`config.mk`:
```
export PLATFORM = sky130hd
export DESIGN_NAME = uart_debug_bridge
export DESIGN_NICKNAME = d
export VERILOG_FILES = /design/src/rtl/dbg_bridge_pkg.sv /design/src/rtl/dbg_byte_shifter.sv /design/src/rtl/uart_debug_bridge.sv
export SDC_FILE = /design/constraint.sdc
export NUM_CORES = 1
export LEC_CHECK = 0
export ABC_AREA = 1
export CAP_MARGIN = 20
export CORE_ASPECT_RATIO = 0.9
export CORE_UTILIZATION = 30
export DETAILED_ROUTE_END_ITERATION = 10
export DONT_BUFFER_PORTS = 1
export GPL_ROUTABILITY_DRIVEN = 0
export PLACE_DENSITY = 0.47
export SLEW_MARGIN = 20
export SYNTH_ARGS = -nofsm -noshare
export SYNTH_HDL_FRONTEND = slang
export SYNTH_HIERARCHICAL = 1
export SYNTH_SLANG_ARGS = --single-unit
```
`constraint.sdc`:
```
create_clock -name iCE_CLK -period 2.13 [get_ports iCE_CLK]
set_input_delay 0.1065 -clock iCE_CLK [delete_from_list [all_inputs] [get_ports iCE_CLK]]
set_output_delay 0.1065 -clock iCE_CLK [all_outputs]
set_load 0.05 [all_outputs]
```
`src/rtl/dbg_bridge_pkg.sv`:
```
// Shared definitions for the UART debug bridge: host command codes,
// reply codes, FSM state encoding and small elaboration-time helpers.
package dbg_bridge_pkg;

   localparam logic [7:0] CMD_WRITE = 8'h57;
   localparam logic [7:0] CMD_READ  = 8'h52;
   localparam logic [7:0] CMD_STEP  = 8'h53;
   localparam logic [7:0] ACK_BYTE  = 8'h06;
   localparam logic [7:0] NAK_BYTE  = 8'h15;

   typedef enum logic [2:0] {
      ST_IDLE,
      ST_WR_PAYLOAD,
      ST_RD_SEND,
      ST_ACK,
      ST_NAK
   } state_t;

   function automatic int bytes_for(input int bits);
      return (bits + 7) / 8;
   endfunction

   function automatic int max_int(input int a, input int b);
      return (a > b) ? a : b;
   endfunction

endpackage

```
`src/rtl/dbg_byte_shifter.sv`:
```
// Byte-lane register: loads one byte at a lane index, captures a whole word,
// or shifts right by one byte. out_o shows the next-state value.
module dbg_byte_shifter
   import dbg_bridge_pkg::*;
#(
   parameter int WIDTH  = 8,
   parameter int IDX_W  = 1,
   parameter bit SERIAL = 1'b0,
   localparam int NB    = bytes_for(WIDTH),
   localparam int OW    = SERIAL ? 8 : WIDTH
) (
   input  logic             clk,
   input  logic             rst_n,
   input  logic             load_i,
   input  logic [IDX_W-1:0] idx_i,
   input  logic [7:0]       byte_i,
   input  logic             capture_i,
   input  logic [WIDTH-1:0] cap_i,
   input  logic             shift_i,
   output logic [OW-1:0]    out_o
);

   logic [NB*8-1:0] data_q;
   logic [NB*8-1:0] data_d;
   logic [NB*8-1:0] cap_pad;

   always_comb begin
      cap_pad              = '0;
      cap_pad[WIDTH-1:0]   = cap_i;
   end

   for (genvar gi = 0; gi < NB; gi++) begin : g_lane
      logic [7:0] above;
      if (gi == NB - 1) begin : g_top
         assign above = 8'h00;
      end else begin : g_mid
         assign above = data_q[(gi+1)*8 +: 8];
      end
      assign data_d[gi*8 +: 8] = capture_i ? cap_pad[gi*8 +: 8] :
                                 shift_i   ? above :
                                 (load_i && idx_i == IDX_W'(gi)) ? byte_i :
                                 data_q[gi*8 +: 8];
   end

   always_ff @(posedge clk or negedge rst_n) begin
      if (!rst_n) data_q <= '0;
      else        data_q <= data_d;
   end

   // Next-state view lets the owner commit a word in the same edge as its final byte.
   if (SERIAL) begin : g_serial
      assign out_o = data_d[7:0];
   end else begin : g_word
      assign out_o = data_d[WIDTH-1:0];
   end

endmodule

```
`src/rtl/uart_debug_bridge.sv`:
```
// Host command engine: 'W' writes the stimulus vector, 'R' reads the probe
// vector, 'S' pulses a DUT step; replies go out through a tx handshake.
module uart_debug_bridge
   import dbg_bridge_pkg::*;
#(
   parameter int IN_WIDTH       = 8,
   parameter int OUT_WIDTH      = 8,
   parameter int TIMEOUT_CYCLES = 120000,
   parameter logic [IN_WIDTH-1:0] RESET_DRIVE = '0
) (
   input  logic                 iCE_CLK,
   input  logic                 rst_n,
   input  logic                 rx_valid,
   input  logic [7:0]           rx_data,
   output logic                 tx_valid,
   output logic [7:0]           tx_data,
   input  logic                 tx_ready,
   output logic [IN_WIDTH-1:0]  drive_out,
   input  logic [OUT_WIDTH-1:0] probe_in,
   output logic                 dut_step,
   output logic                 busy,
   output logic                 overrun
);

   localparam int IN_BYTES  = bytes_for(IN_WIDTH);
   localparam int OUT_BYTES = bytes_for(OUT_WIDTH);
   localparam int IDX_W     = $clog2(max_int(IN_BYTES, OUT_BYTES) + 1);
   localparam int TMO_W     = $clog2(TIMEOUT_CYCLES + 1);

   state_t              state_q, state_d;
   logic [IDX_W-1:0]    idx_q, idx_d;
   logic [TMO_W-1:0]    tmo_q, tmo_d;
   logic [IN_WIDTH-1:0] drive_q, drive_d;
   logic                tx_valid_q, tx_valid_d;
   logic [7:0]          tx_data_q, tx_data_d;
   logic                step_q, step_d;
   logic                overrun_q, overrun_d;

   logic                wr_load;
   logic                rd_capture;
   logic                rd_shift;
   logic [IN_WIDTH-1:0] wr_word;
   logic [7:0]          rd_byte;
   logic                tx_fire;

   assign tx_fire = tx_valid_q && tx_ready;

   dbg_byte_shifter #(.WIDTH(IN_WIDTH), .IDX_W(IDX_W), .SERIAL(1'b0)) u_wr_shifter (
      .clk       (iCE_CLK),
      .rst_n     (rst_n),
      .load_i    (wr_load),
      .idx_i     (idx_q),
      .byte_i    (rx_data),
      .capture_i (1'b0),
      .cap_i     ('0),
      .shift_i   (1'b0),
      .out_o     (wr_word)
   );

   dbg_byte_shifter #(.WIDTH(OUT_WIDTH), .IDX_W(IDX_W), .SERIAL(1'b1)) u_rd_shifter (
      .clk       (iCE_CLK),
      .rst_n     (rst_n),
      .load_i    (1'b0),
      .idx_i     ('0),
      .byte_i    (8'h00),
      .capture_i (rd_capture),
      .cap_i     (probe_in),
      .shift_i   (rd_shift),
      .out_o     (rd_byte)
   );

   always_comb begin
      state_d    = state_q;
      idx_d      = idx_q;
      tmo_d      = tmo_q;
      drive_d    = drive_q;
      tx_valid_d = tx_valid_q;
      tx_data_d  = tx_data_q;
      step_d     = 1'b0;
      overrun_d  = overrun_q;
      wr_load    = 1'b0;
      rd_capture = 1'b0;
      rd_shift   = 1'b0;

      case (state_q)
         ST_IDLE: begin
            if (rx_valid) begin
               idx_d = '0;
               tmo_d = '0;
               case (rx_data)
                  CMD_WRITE: state_d = ST_WR_PAYLOAD;
                  CMD_READ: begin
                     rd_capture = 1'b1;
                     tx_valid_d = 1'b1;
                     tx_data_d  = rd_byte;
                     state_d    = ST_RD_SEND;
                  end
                  CMD_STEP: begin
                     step_d     = 1'b1;
                     tx_valid_d = 1'b1;
                     tx_data_d  = ACK_BYTE;
                     state_d    = ST_ACK;
                  end
                  default: begin
                     tx_valid_d = 1'b1;
                     tx_data_d  = NAK_BYTE;
                     state_d    = ST_NAK;
                  end
               endcase
            end
         end

         ST_WR_PAYLOAD: begin
            // An expired counter wins over a byte arriving on the same edge.
            if (tmo_q == TMO_W'(TIMEOUT_CYCLES)) begin
               idx_d      = '0;
               tmo_d      = '0;
               tx_valid_d = 1'b1;
               tx_data_d  = NAK_BYTE;
               state_d    = ST_NAK;
            end else if (rx_valid) begin
               wr_load = 1'b1;
               tmo_d   = '0;
               if (idx_q == IDX_W'(IN_BYTES - 1)) begin
                  drive_d    = wr_word;
                  idx_d      = '0;
                  tx_valid_d = 1'b1;
                  tx_data_d  = ACK_BYTE;
                  state_d    = ST_ACK;
               end else begin
                  idx_d = idx_q + IDX_W'(1);
               end
            end else begin
               tmo_d = tmo_q + TMO_W'(1);
            end
         end

         ST_RD_SEND: begin
            if (rx_valid) overrun_d = 1'b1;
            if (tx_fire) begin
               tx_valid_d = 1'b0;
               rd_shift   = 1'b1;
               if (idx_q == IDX_W'(OUT_BYTES - 1)) begin
                  idx_d   = '0;
                  state_d = ST_IDLE;
               end else begin
                  idx_d = idx_q + IDX_W'(1);
               end
            end else if (!tx_valid_q) begin
               // Guard cycle is over; present the next probe byte.
               tx_valid_d = 1'b1;
               tx_data_d  = rd_byte;
            end
         end

         ST_ACK, ST_NAK: begin
            if (rx_valid) overrun_d = 1'b1;
            if (tx_fire) begin
               tx_valid_d = 1'b0;
               state_d    = ST_IDLE;
            end
         end

         default: state_d = ST_IDLE;
      endcase
   end

   always_ff @(posedge iCE_CLK or negedge rst_n) begin
      if (!rst_n) begin
         state_q    <= ST_IDLE;
         idx_q      <= '0;
         tmo_q      <= '0;
         drive_q    <= RESET_DRIVE;
         tx_valid_q <= 1'b0;
         tx_data_q  <= 8'h00;
         step_q     <= 1'b0;
         overrun_q  <= 1'b0;
      end else begin
         state_q    <= state_d;
         idx_q      <= idx_d;
         tmo_q      <= tmo_d;
         drive_q    <= drive_d;
         tx_valid_q <= tx_valid_d;
         tx_data_q  <= tx_data_d;
         step_q     <= step_d;
         overrun_q  <= overrun_d;
      end
   end

   assign tx_valid  = tx_valid_q;
   assign tx_data   = tx_data_q;
   assign drive_out = drive_q;
   assign dut_step  = step_q;
   assign busy      = (state_q != ST_IDLE);
   assign overrun   = overrun_q;

endmodule

```
# Word-level counts from Yosys, hierarchy flattened
# Cells that the tools add are included.
dict set report classes {
  div 0
  n_mul 0
  eq_ne 17
  magnitude_cmp 0
  shift 0
  n_reduce_logical 16
  bitwise_logic 2
  add_sub_neg 2
  muxes 49
}
# op count
set op_table {}
lappend op_table {{2-to-1 mux 8 bit} 9}
lappend op_table {{2-to-1 mux 17 bit} 3}
lappend op_table {{case mux 8 bit (3 select lines)} 2}
lappend op_table {{case mux 17 bit (2 select lines)} 1}
lappend op_table {{equality test 8 x 7 -> 1 bit, second input constant} 3}
lappend op_table {{2-to-1 mux 1 bit} 23}
lappend op_table {{2-to-1 mux 3 bit} 7}
lappend op_table {{adder 17 x 1 -> 17 bit, second input constant} 1}
lappend op_table {{equality test 17 bit, second input constant} 1}
lappend op_table {{inequality test 2 bit, second input constant} 7}
lappend op_table {{case mux 3 bit (4 select lines)} 1}
lappend op_table {{AND reduction 6 bit} 2}
lappend op_table {{case mux 3 bit (3 select lines)} 1}
lappend op_table {{AND reduction 4 bit} 2}
lappend op_table {{AND reduction 7 bit} 1}
lappend op_table {{equality test 3 x 2 -> 1 bit, second input constant} 2}
lappend op_table {{inequality test 3 bit, second input constant} 2}
lappend op_table {{nonzero test 3 bit} 2}
lappend op_table {{case mux 1 bit (4 select lines)} 1}
lappend op_table {{AND reduction 2 bit} 2}
lappend op_table {{nonzero test 4 bit} 1}
lappend op_table {{equality test 3 x 1 -> 1 bit, second input constant} 1}
lappend op_table {{equality test 3 bit, second input constant} 1}
lappend op_table {{zero test 3 bit} 1}
lappend op_table {{7 further kinds} 9}
dict set report word_totals {
  word_cells 96
  output_inout_bits 20
  mem_bits_rw 0
  ff_bits 56
  mem_count 0
  rom_bits 0
  latchBits 0
  in_bits 20
}

# Depth between registers and ports, before layout
# Gate-level depths: netlist of run 1.
dict set report logic_depth {
  word_depth 8
  depth_mapped 16
  ltp_nobuf 15
}

# Hierarchy
# The synthesis of run 1 kept the hierarchy.
# mod seq_area_each_um2 instances area_each_um2 cells_per_inst
set by_module_without_submodules {}
lappend by_module_without_submodules {uart_debug_bridge 975.9 1 2245.9 327}
lappend by_module_without_submodules {dbg_byte_shifter 200.2 2 490.5 69}

# Worst setup path after synthesis of run 1
# OpenSTA, ideal clock, no wires.
dict set report synth_timing {
  path_type {register to register}
  from {register state_q[2]}
  to {register tx_data_q[1] (netlist: tx_data[1])}
  setup_time_ps 118
  path_buffers 1
  period_less_slack_ps 1858
  required_ps 2012
  stages_incl_launch_ff 14
  path_slack_ps 272
  arrival_time_ps 1740
  cell_sequence {dfrtp_1 > nor3_2 > nand2_1 > nor2_1 > buf_6 > nor2_8 > nand3_1 > nand2_1 > nand3_1 > nand2_1 > nand2_1 > nand3_1 > nand2_1 > nand2_1}
}
dict set report synth_via {
  word_cells_on_any_way 20
  classes_between {eq/ne: 8; mux: 9; reduce/logical: 3}
}
# element line_no
set synth_rtl {}
lappend synth_rtl {{from (decl)} uart_debug_bridge.sv:30} ;# state_t state_q, state_d;
lappend synth_rtl {{from (signal assigned)} uart_debug_bridge.sv:179} ;# state_q <= state_d;
lappend synth_rtl {{zero test 3 bit (*)} uart_debug_bridge.sv:85} ;# case (state_q)
lappend synth_rtl {{2-to-1 mux 1 bit (*)} uart_debug_bridge.sv:85}
lappend synth_rtl {{net rd_capture} uart_debug_bridge.sv:40} ;# logic rd_capture;
lappend synth_rtl {{2-to-1 mux 8 bit (*)} dbg_byte_shifter.sv:39} ;# assign data_d[gi*8 +: 8] = capture_i ? cap_pad[gi*8 +: 8] :
lappend synth_rtl {{net rd_byte[1]} uart_debug_bridge.sv:43} ;# logic [7:0] rd_byte;
lappend synth_rtl {{case mux 8 bit (3 select lines) or 2-to-1 mux 8 bit (tied branches)} {uart_debug_bridge.sv:90, uart_debug_bridge.sv:149}}
lappend synth_rtl {{2-to-1 mux 8 bit, on equally long branches} {uart_debug_bridge.sv:87, uart_debug_bridge.sv:140}}
lappend synth_rtl {{case mux 8 bit (3 select lines) (*)} uart_debug_bridge.sv:85}
lappend synth_rtl {{to (signal assigned)} uart_debug_bridge.sv:184} ;# tx_data_q <= tx_data_d;
lappend synth_rtl {{to (decl)} uart_debug_bridge.sv:35} ;# logic [7:0] tx_data_q, tx_data_d;
# The timed path passes the listed nets; every way through them passes the cells marked *. The select of a mux whose other input is x is not followed.
# A chain may end at the register's enable or synchronous reset.

# Worst setup path after layout of run 1
dict set report layout_timing {
  from {register state_q[2]}
  to {register tmo_q[14]}
}
dict set report layout_via {
  elab_chain_cells 3
  word_cells_on_any_way 6
  classes_between {eq/ne: 2; mux: 1; reduce/logical: 3}
}
# element line_no
set layout_rtl {}
lappend layout_rtl {{equality test 3 x 1 -> 1 bit or zero test 3 bit (tied branches)} uart_debug_bridge.sv:85}
lappend layout_rtl {{nonzero test 2 bit (no source line) or inequality test 2 bit (tied branches)} --}
lappend layout_rtl {{AND reduction 2 bit (no source line)} --}
lappend layout_rtl {{to (signal assigned)} uart_debug_bridge.sv:181} ;# tmo_q <= tmo_d;
lappend layout_rtl {{to (decl)} uart_debug_bridge.sv:32} ;# logic [TMO_W-1:0] tmo_q, tmo_d;
# Parallel ways exist; a longest one is shown, timed or not.

==> results of run 1 <==
final cells by class:
type	count	share of cell area, %
Clock buffer	6	3.729
Clock inverter	1	0.1344
Inverter	77	7.894
Multi-Input combinational cell	344	41.99
Sequential cell	55	36.95
Tap cell	129	4.333
Timing Repair Buffer	18	4.971
state kept, by name, indices dropped and copies added (netlist names):
signal / cells
tx_valid: 1
tx_data: 8
dut_step: 1
u_rd_shifter/data_q: 8
state_q: 3
u_wr_shifter/data_q: 8
overrun: 1
tmo_q: 17
drive_out: 8
metrics by stage:
stage               area, sq um  setup WS [ps]  instances  total power [uW]
floorplan                  3302          272.3        485              2281
global placement           3478          195.2        615              2512
detailed placement         3478          162.7        615              2514
CTS                        3720          152.0        630              3409
global route               3725          7.017        630              3567
finish                     3725          214.6        630              3347
routing by layer:
layer	track usage [%]	up-vias	wire length (microns)
met5	0	-	0
met3	3.382	4	445
met2	26.54	46	3713
met4	3.742	0	57
li1	-	1485	-
met1	19.85	1267	3685
cell usage after synthesis:
| cell type | count |
|---|---|
| a31oi_1 | 1 |
| buf_4 | 2 |
| buf_6 | 4 |
| nor3_1 | 8 |
| nand4_1 | 3 |
| nor3_4 | 1 |
| nor3_2 | 1 |
| nand2_2 | 1 |
| a21o_1 | 1 |
| ha_1 | 2 |
| dfrtp_1 | 55 |
| inv_4 | 2 |
| clkbuf_1 | 2 |
| and3_1 | 4 |
| clkbuf_2 | 1 |
| nand2_1 | 168 |
| o21ai_0 | 23 |
| inv_2 | 15 |
| inv_1 | 60 |
| nand2_4 | 2 |
| nor2_2 | 2 |
| nor2_1 | 37 |
| nor2_8 | 2 |
| conb_1 | 1 |
| nand3b_1 | 2 |
| nand3_1 | 51 |
| o21a_1 | 1 |
| o22ai_1 | 3 |
| xor2_1 | 4 |
| xnor2_1 | 1 |
| a21oi_1 | 5 |
worst max path at each step:
stage | slack, ps | start | depth (start not counted) | endpoint
floorplan | 270 | state_q[2]$_DFFE_PN0P_ | 13 | tx_data[1]$_DFFE_PN0P_
global placement | 200 | tmo_q[0]$_DFFE_PN0P_ | 15 | drive_out[2]$_DFFE_PN0P_
detailed placement | 160 | tmo_q[0]$_DFFE_PN0P_ | 15 | drive_out[2]$_DFFE_PN0P_
CTS | 150 | tmo_q[0]$_DFFE_PN0P_ | 15 | drive_out[2]$_DFFE_PN0P_
global route | 7 | state_q[2]$_DFFE_PN0P_ | 9 | tmo_q[14]$_DFFE_PN0P_
finish | 210 | state_q[2]$_DFFE_PN0P_ | 9 | tmo_q[14]$_DFFE_PN0P_
cells by family after synthesis:
group / count (synthesis) / share of synthesized area [%]
AO/OA/AOI/OAI: 34 / 5.584
XOR/XNOR: 5 / 1.357
adder cells (fa/ha/maj): 2 / 0.7754
buffers and inverters: 86 / 11.36
flip-flops: 55 / 42.65
other: 1 / 0.1162
AND/OR/NAND/NOR: 282 / 38.15
worst max-delay path: cells and delay by family (launching register included):
| family | cells | cell delay [ps] |
|---|---|---|
| flip-flops | 1 | 380 |
| AND/OR/NAND/NOR | 7 | 1140 |
| buffers and inverters | 2 | 290 |
where the power goes:
part | switching, uW | internal [uW] | leakage [uW]
clock network | 364 | 460 | 0.0000727
logic | 559 | 256 | 0.00116
registers | 504 | 1200 | 0.000708
repair_timing:
item / in CTS / in global routing
setup buffers: 0 / 0
resized for setup: 0 / 1
setup endpoints to repair: 0 / 8
endpoints found under the hold margin: 61 / 0
hold buffers: 8 / 0
==> metrics.md, run 1 <==
| Metric | Value |
|---|---|
| Number of CTS-inserted buffers | `5` |
| Status | `finished, violations left` |
| Remaining DRCs | `8` |
| Proportion of layout cells with a drive suffix above 1 | `under 10%` |
| Hold endpoint | `dut_step$_DFF_PN0_` |
| Setup violators final | `0` |
| Post-synthesis cell type count | `31` |
| Routed length per instance | `approximately 13 microns` |
| Crit-path cells | `buf_4 > nor3_4 > inv_2 > nand2_1 > nand2_1 > nor2_1 > nand2_1 > nand2_1 > nor2_1` |
| I/O pin count | `40` |
| Num rows | `35` |
| Mapped Cells | `465` |
| Fin util | `36.04%` |
| RSZ-0062 raised after global routing | `no` |
| Initial Utilization | `between 30% and 40%` |
| Cells on worst reg2reg path | `9` |
| Worst r2r src | `state_q[2]$_DFFE_PN0P_` |
| Slew headroom | `65.48%` |
| Die height | `100.4 microns` |
| Clock Tree Root | `clkbuf_16` |
| Aggregate routed wire length | `7.901 mm` |
| Pre-Repair DR Iteration Count | `7` |
| Worst-Margin Slew | `517.8 ps` |
| Layout area overhead | `15.43%` |
| Most common cell after layout, fill and taps aside | `nand2_1` |
| Failing checks | `DRC` |
| H-tree depth | `2` |
| Synth Cell Area | `~3200 sq um` |
| Leakage | `0.001945 uW` |
| DR iter-0 viols | `145` |
| Post-synth top area share | `42.65%` |
| Number of global-route vias before repair | `2812` |
| CP Class | `flop to flop` |
| #FFs+latches synth | `55` |
| Placeable Area | `10330 sq um` |
| Die area | `11180 sq um` |
| Max_cap viols | `0` |
| Buffers on Ports | `0` |
| Initial antenna violation count | `0` |
| DR vias | `~2800` |
| Die Wd | `between 100 and 150 microns` |
| Cell taking the most area after synthesis | `dfrtp_1` |
| Clock skew | `between 6 and 7 ps` |
| Worst path arrival time | `2110 ps` |
| CTS tree | `done` |
| Max VDD drop | `614.8 uV` |
| Largest net degree at the start of global routing | `56` |
| Sequential Area | `about 1400 sq um` |
| Post-route ant nets | `0` |
| Synth warn | `6` |
| Num Clock Sinks | `55` |
| Ant diodes | `0` |
| Hold Crit Class | `input port to flop` |
| Avg Cell Area, Syn | `approximately 6.9 sq um` |
| Multi-input logic area | `1564 sq um` |
| Critical Path Max Stage Delay | `380 ps` |
| Worst Setup End Kind | `flop` |
| CP max FO | `9` |
| Tcrit/Tclk final | `89.92%` |
| Worst reg2reg endpoint | `tmo_q[14]$_DFFE_PN0P_` |
| Skew-Pair Late Insertion Delay | `290 ps` |
| Minimum clock period | `1915 ps` |
| Clock-pin slew on the worst setup and hold paths | `70 ps` |
| Max-slew violation count | `0` |
| Hold path cells | `2` |
| Fillers | `around 1100` |
| P per Cell Area | `898.7 nW/um^2` |
| GR Overflow Total | `0` |
| Hold path start | `rx_valid` |
| CTS Buffer Depth | `2` |
| Total negative slack | `0 ps` |
| Via-per-instance ratio | `4.448` |
| Fmax | `522.1 MHz` |
| R2R Setup Slk | `210 ps` |
| Crit-path slowest cell | `dfrtp_1` |
| Synth area leaders | `dfrtp_1 43%, nand2_1 20%, nand3_1 7.9%` |
| Final HPWL DP | `5.905 mm` |
| Most frequent cells in the layout | `168 x nand2_1, 60 x inv_1, 55 x dfrtp_1` |
| CP most frequent cell | `nand2_1` |
| CP startpoint kind | `flop` |
| Nets | `between 500 and 600` |
| Worst Hold Slack | `between 8 and 9 ps` |
| Global-route wire length before repair | `approximately 14 mm` |
| Critical Path RT | `2320 ps` |
| Hold Fails Final Rpt | `0` |
| Total GRT Usage | `15.45%` |
| Register area share after synthesis | `42.65%` |
Note: power is estimated with default switching activity, not from simulation.
==> run 2, diff against run 1 <==
--- a/config.mk
+++ b/config.mk
@@ -6,13 +6,13 @@
 export NUM_CORES = 1
 export LEC_CHECK = 0
 export ABC_AREA = 1
+export BUFFER_PORTS_ARGS = -buffer_cell sky130_fd_sc_hd__buf_2
 export CAP_MARGIN = 20
 export CORE_ASPECT_RATIO = 0.9
 export CORE_UTILIZATION = 30
 export DETAILED_ROUTE_END_ITERATION = 10
-export DONT_BUFFER_PORTS = 1
 export GPL_ROUTABILITY_DRIVEN = 0
-export PLACE_DENSITY = 0.47
+export PLACE_DENSITY = 0.45
 export SLEW_MARGIN = 20
 export SYNTH_ARGS = -nofsm -noshare
 export SYNTH_HDL_FRONTEND = slang
==> metrics.md, run 2 (same netlist as run 1, synthesis figures left out) <==
| Metric | Value |
|---|---|
| Status | `finished, violations left` |
| Failing checks | `DRC` |
| RSZ-0062 raised after global routing | `no` |
| Placed Cells | `656 (+6.7%)` |
| Most common cell after layout, fill and taps aside | `nand2_1` |
| Largest register by flop count | `tmo_q` |
| Proportion of layout cells with a drive suffix above 1 | `15.86% (+7.1 points)` |
| Remaining DRCs | `10 (+2)` |
| Global-route wire length before repair | `13.98 mm (+2.3%)` |
| Fillers | `1115 (-1.8%)` |
| Setup violators final | `0 (unchanged)` |
| Die Wd | `111.3 microns (unchanged)` |
| Number of global-route vias before repair | `2886 (+2.6%)` |
| Ant diodes | `0 (unchanged)` |
| CP Class | `flop to flop` |
| Most frequent cells in the layout | `168 x nand2_1, 60 x inv_1, 55 x dfrtp_1` |
| Worst path arrival time | `2080 ps (-30 ps)` |
| H-tree depth | `2 (unchanged)` |
| Nets | `557 (+6.5%)` |
| Cells on worst reg2reg path | `7 (-2)` |
| Multi-input logic area | `1564 sq um (unchanged)` |
| Buffers on Ports | `39 (+39)` |
| Die area | `11180 sq um (unchanged)` |
| Fmax | `528.9 MHz (+1.3%)` |
| GR Overflow Total | `0 (unchanged)` |
| Number of CTS-inserted buffers | `5 (unchanged)` |
| Pre-Repair DR Iteration Count | `7 (unchanged)` |
| Clock skew | `8.019 ps (+1.601 ps)` |
| CTS Buffer Depth | `2 (unchanged)` |
| DR vias | `2921 (+4.2%)` |
| Critical Path RT | `2320 ps (about the same)` |
| Routed length per instance | `11.98 microns (-4.5%)` |
| Initial Utilization | `31.22% (unchanged)` |
| Total negative slack | `0 ps (unchanged)` |
| Num Clock Sinks | `55 (unchanged)` |
| Hold path cells | `3 (+1)` |
| Aggregate routed wire length | `7.964 mm (+0.80%)` |
| Skew-Pair Late Insertion Delay | `290 ps (about the same)` |
| DR iter-0 viols | `109 (-25%)` |
| Tcrit/Tclk final | `88.76% (-1.2 points)` |
| Max-slew violation count | `0 (unchanged)` |
| Leakage | `0.002100 uW (+8.0%)` |
| Hold Fails Final Rpt | `0 (unchanged)` |
| Die height | `100.4 microns (unchanged)` |
| Final non-filler cell total | `665 (+5.6%)` |
| CTS tree | `done` |
| Max_cap viols | `0 (unchanged)` |
| Layout area overhead | `20.36%` |
| Via-per-instance ratio | `4.392 (-1.2%)` |
| P per Cell Area | `948.4 nW/um^2 (+5.5%)` |
| Worst-Margin Slew | `525.0 ps (+7.292 ps)` |
| Minimum clock period | `1891 ps (-24.70 ps)` |
| Critical Path Max Stage Delay | `490 ps (+110 ps)` |
| Placeable Area | `10330 sq um (unchanged)` |
| Crit-path cells | `nor3_4 > inv_2 > nand2_1 > buf_4 > nand2_2 > inv_1 > nor2_1` |
| Clock Tree Root | `clkbuf_16` |
| Sequential Area | `1376 sq um (unchanged)` |
| CP max FO | `8 (-1)` |
| CP startpoint kind | `flop` |
| Post-route ant nets | `0 (unchanged)` |
| Worst Setup End Kind | `flop` |
| Crit-path slowest cell | `dfrtp_1` |
| Hold Crit Class | `input port to flop` |
| Slew headroom | `65.00% (-0.49 points)` |
| Largest net degree at the start of global routing | `22 (-61%)` |
| Initial antenna violation count | `0 (unchanged)` |
| Num rows | `35 (unchanged)` |
| Clock-pin slew on the worst setup and hold paths | `80 ps (about the same)` |
| Max VDD drop | `689.2 uV (+12%)` |
| Total GRT Usage | `15.57% (+0.12 points)` |
| Max reg flops | `17 (unchanged)` |
| I/O pin count | `40 (unchanged)` |
| Final HPWL DP | `6.160 mm (+4.3%)` |
[run 2: cell count changes in the layout (fill, tap and decap cells not counted)]
cell / previous run / this run
clkbuf_8: 1 / 0
clkinv_2: 1 / 0
buf_12: 1 / 0
buf_2: 0 / 39
buf_4: 9 / 12
clkinvlp_4: 0 / 1
buf_16: 1 / 0
bufinv_16: 0 / 2
dlygate4sd3_1: 7 / 1
[run 2: worst paths after layout]
path | from | endpoint | slack [ps]
max | state_q[1]$_DFFE_PN0P_ | tmo_q[8]$_DFFE_PN0P_ | 240
min | probe_in[7] | u_rd_shifter/data_q[7]$_DFF_PN0_ | 50
max reg2reg | state_q[1]$_DFFE_PN0P_ | tmo_q[8]$_DFFE_PN0P_ | 240
min reg2reg | tx_data[2]$_DFFE_PN0P_ | tx_data[2]$_DFFE_PN0P_ | 470
max in group asynchronous | rst_n | drive_out[1]$_DFFE_PN0P_ | 1130
min in group asynchronous | rst_n | tmo_q[7]$_DFFE_PN0P_ | 340
[run 2: report_power, final]
| group | internal, uW | switching [uW] | leakage, uW | total [uW] |
|---|---|---|---|---|
| clock network | 674 | 390 | 0.0000900 | 1060 |
| logic | 330 | 974 | 0.00130 | 1300 |
| registers | 1210 | 104 | 0.000708 | 1310 |
[run 2: area by class of cell]
cell class | instances | area share [%]
tap | 129 | 4.156
multi-input combinational | 344 | 40.27
clock inverter | 3 | 1.740
inverter | 77 | 7.571
clock buffer | 5 | 3.222
sequential | 55 | 35.44
timing repair buffer | 52 | 7.603
[run 2: layer usage]
layer	GRT usage, %	vias up	wire length [microns]
met2	26.35	34	3659
met3	3.019	8	225
met4	4.262	0	88
li1	-	1551	-
met1	20.41	1328	3991
met5	0	-	0
[run 2: metrics by stage]
stage                     util (%)  instance area (sq um)  hold slack [ps]  worst slack (ps)  power, uW
after floorplan                  -                   3302           -189.1             272.3       2281
final                        37.58                   3884            46.69             239.3       3683
after CTS                    37.53                   3879            42.19             143.9       3731
after global routing         37.58                   3884            40.96             50.38       3918
after detailed placement     35.57                   3676            123.7             165.7       2645
after global placement       35.57                   3676            128.1             163.6       2652
[run 2: worst max-delay path, delay by kind of cell (launching register included)]
| kind | cells | cell delay (ps) |
|---|---|---|
| buffers and inverters | 3 | 460 |
| DFF | 1 | 490 |
| and+or+nand+nor | 4 | 830 |
[run 2: repair_timing]
| item | 4_1_cts | 5_1_grt |
|---|---|---|
| buffers inserted | 0 | 0 |
| hold buffers | 1 | 0 |
| gates resized for setup | 0 | 1 |
| endpoints found under the hold margin | 19 | 0 |
| setup endpoints to repair | 0 | 8 |
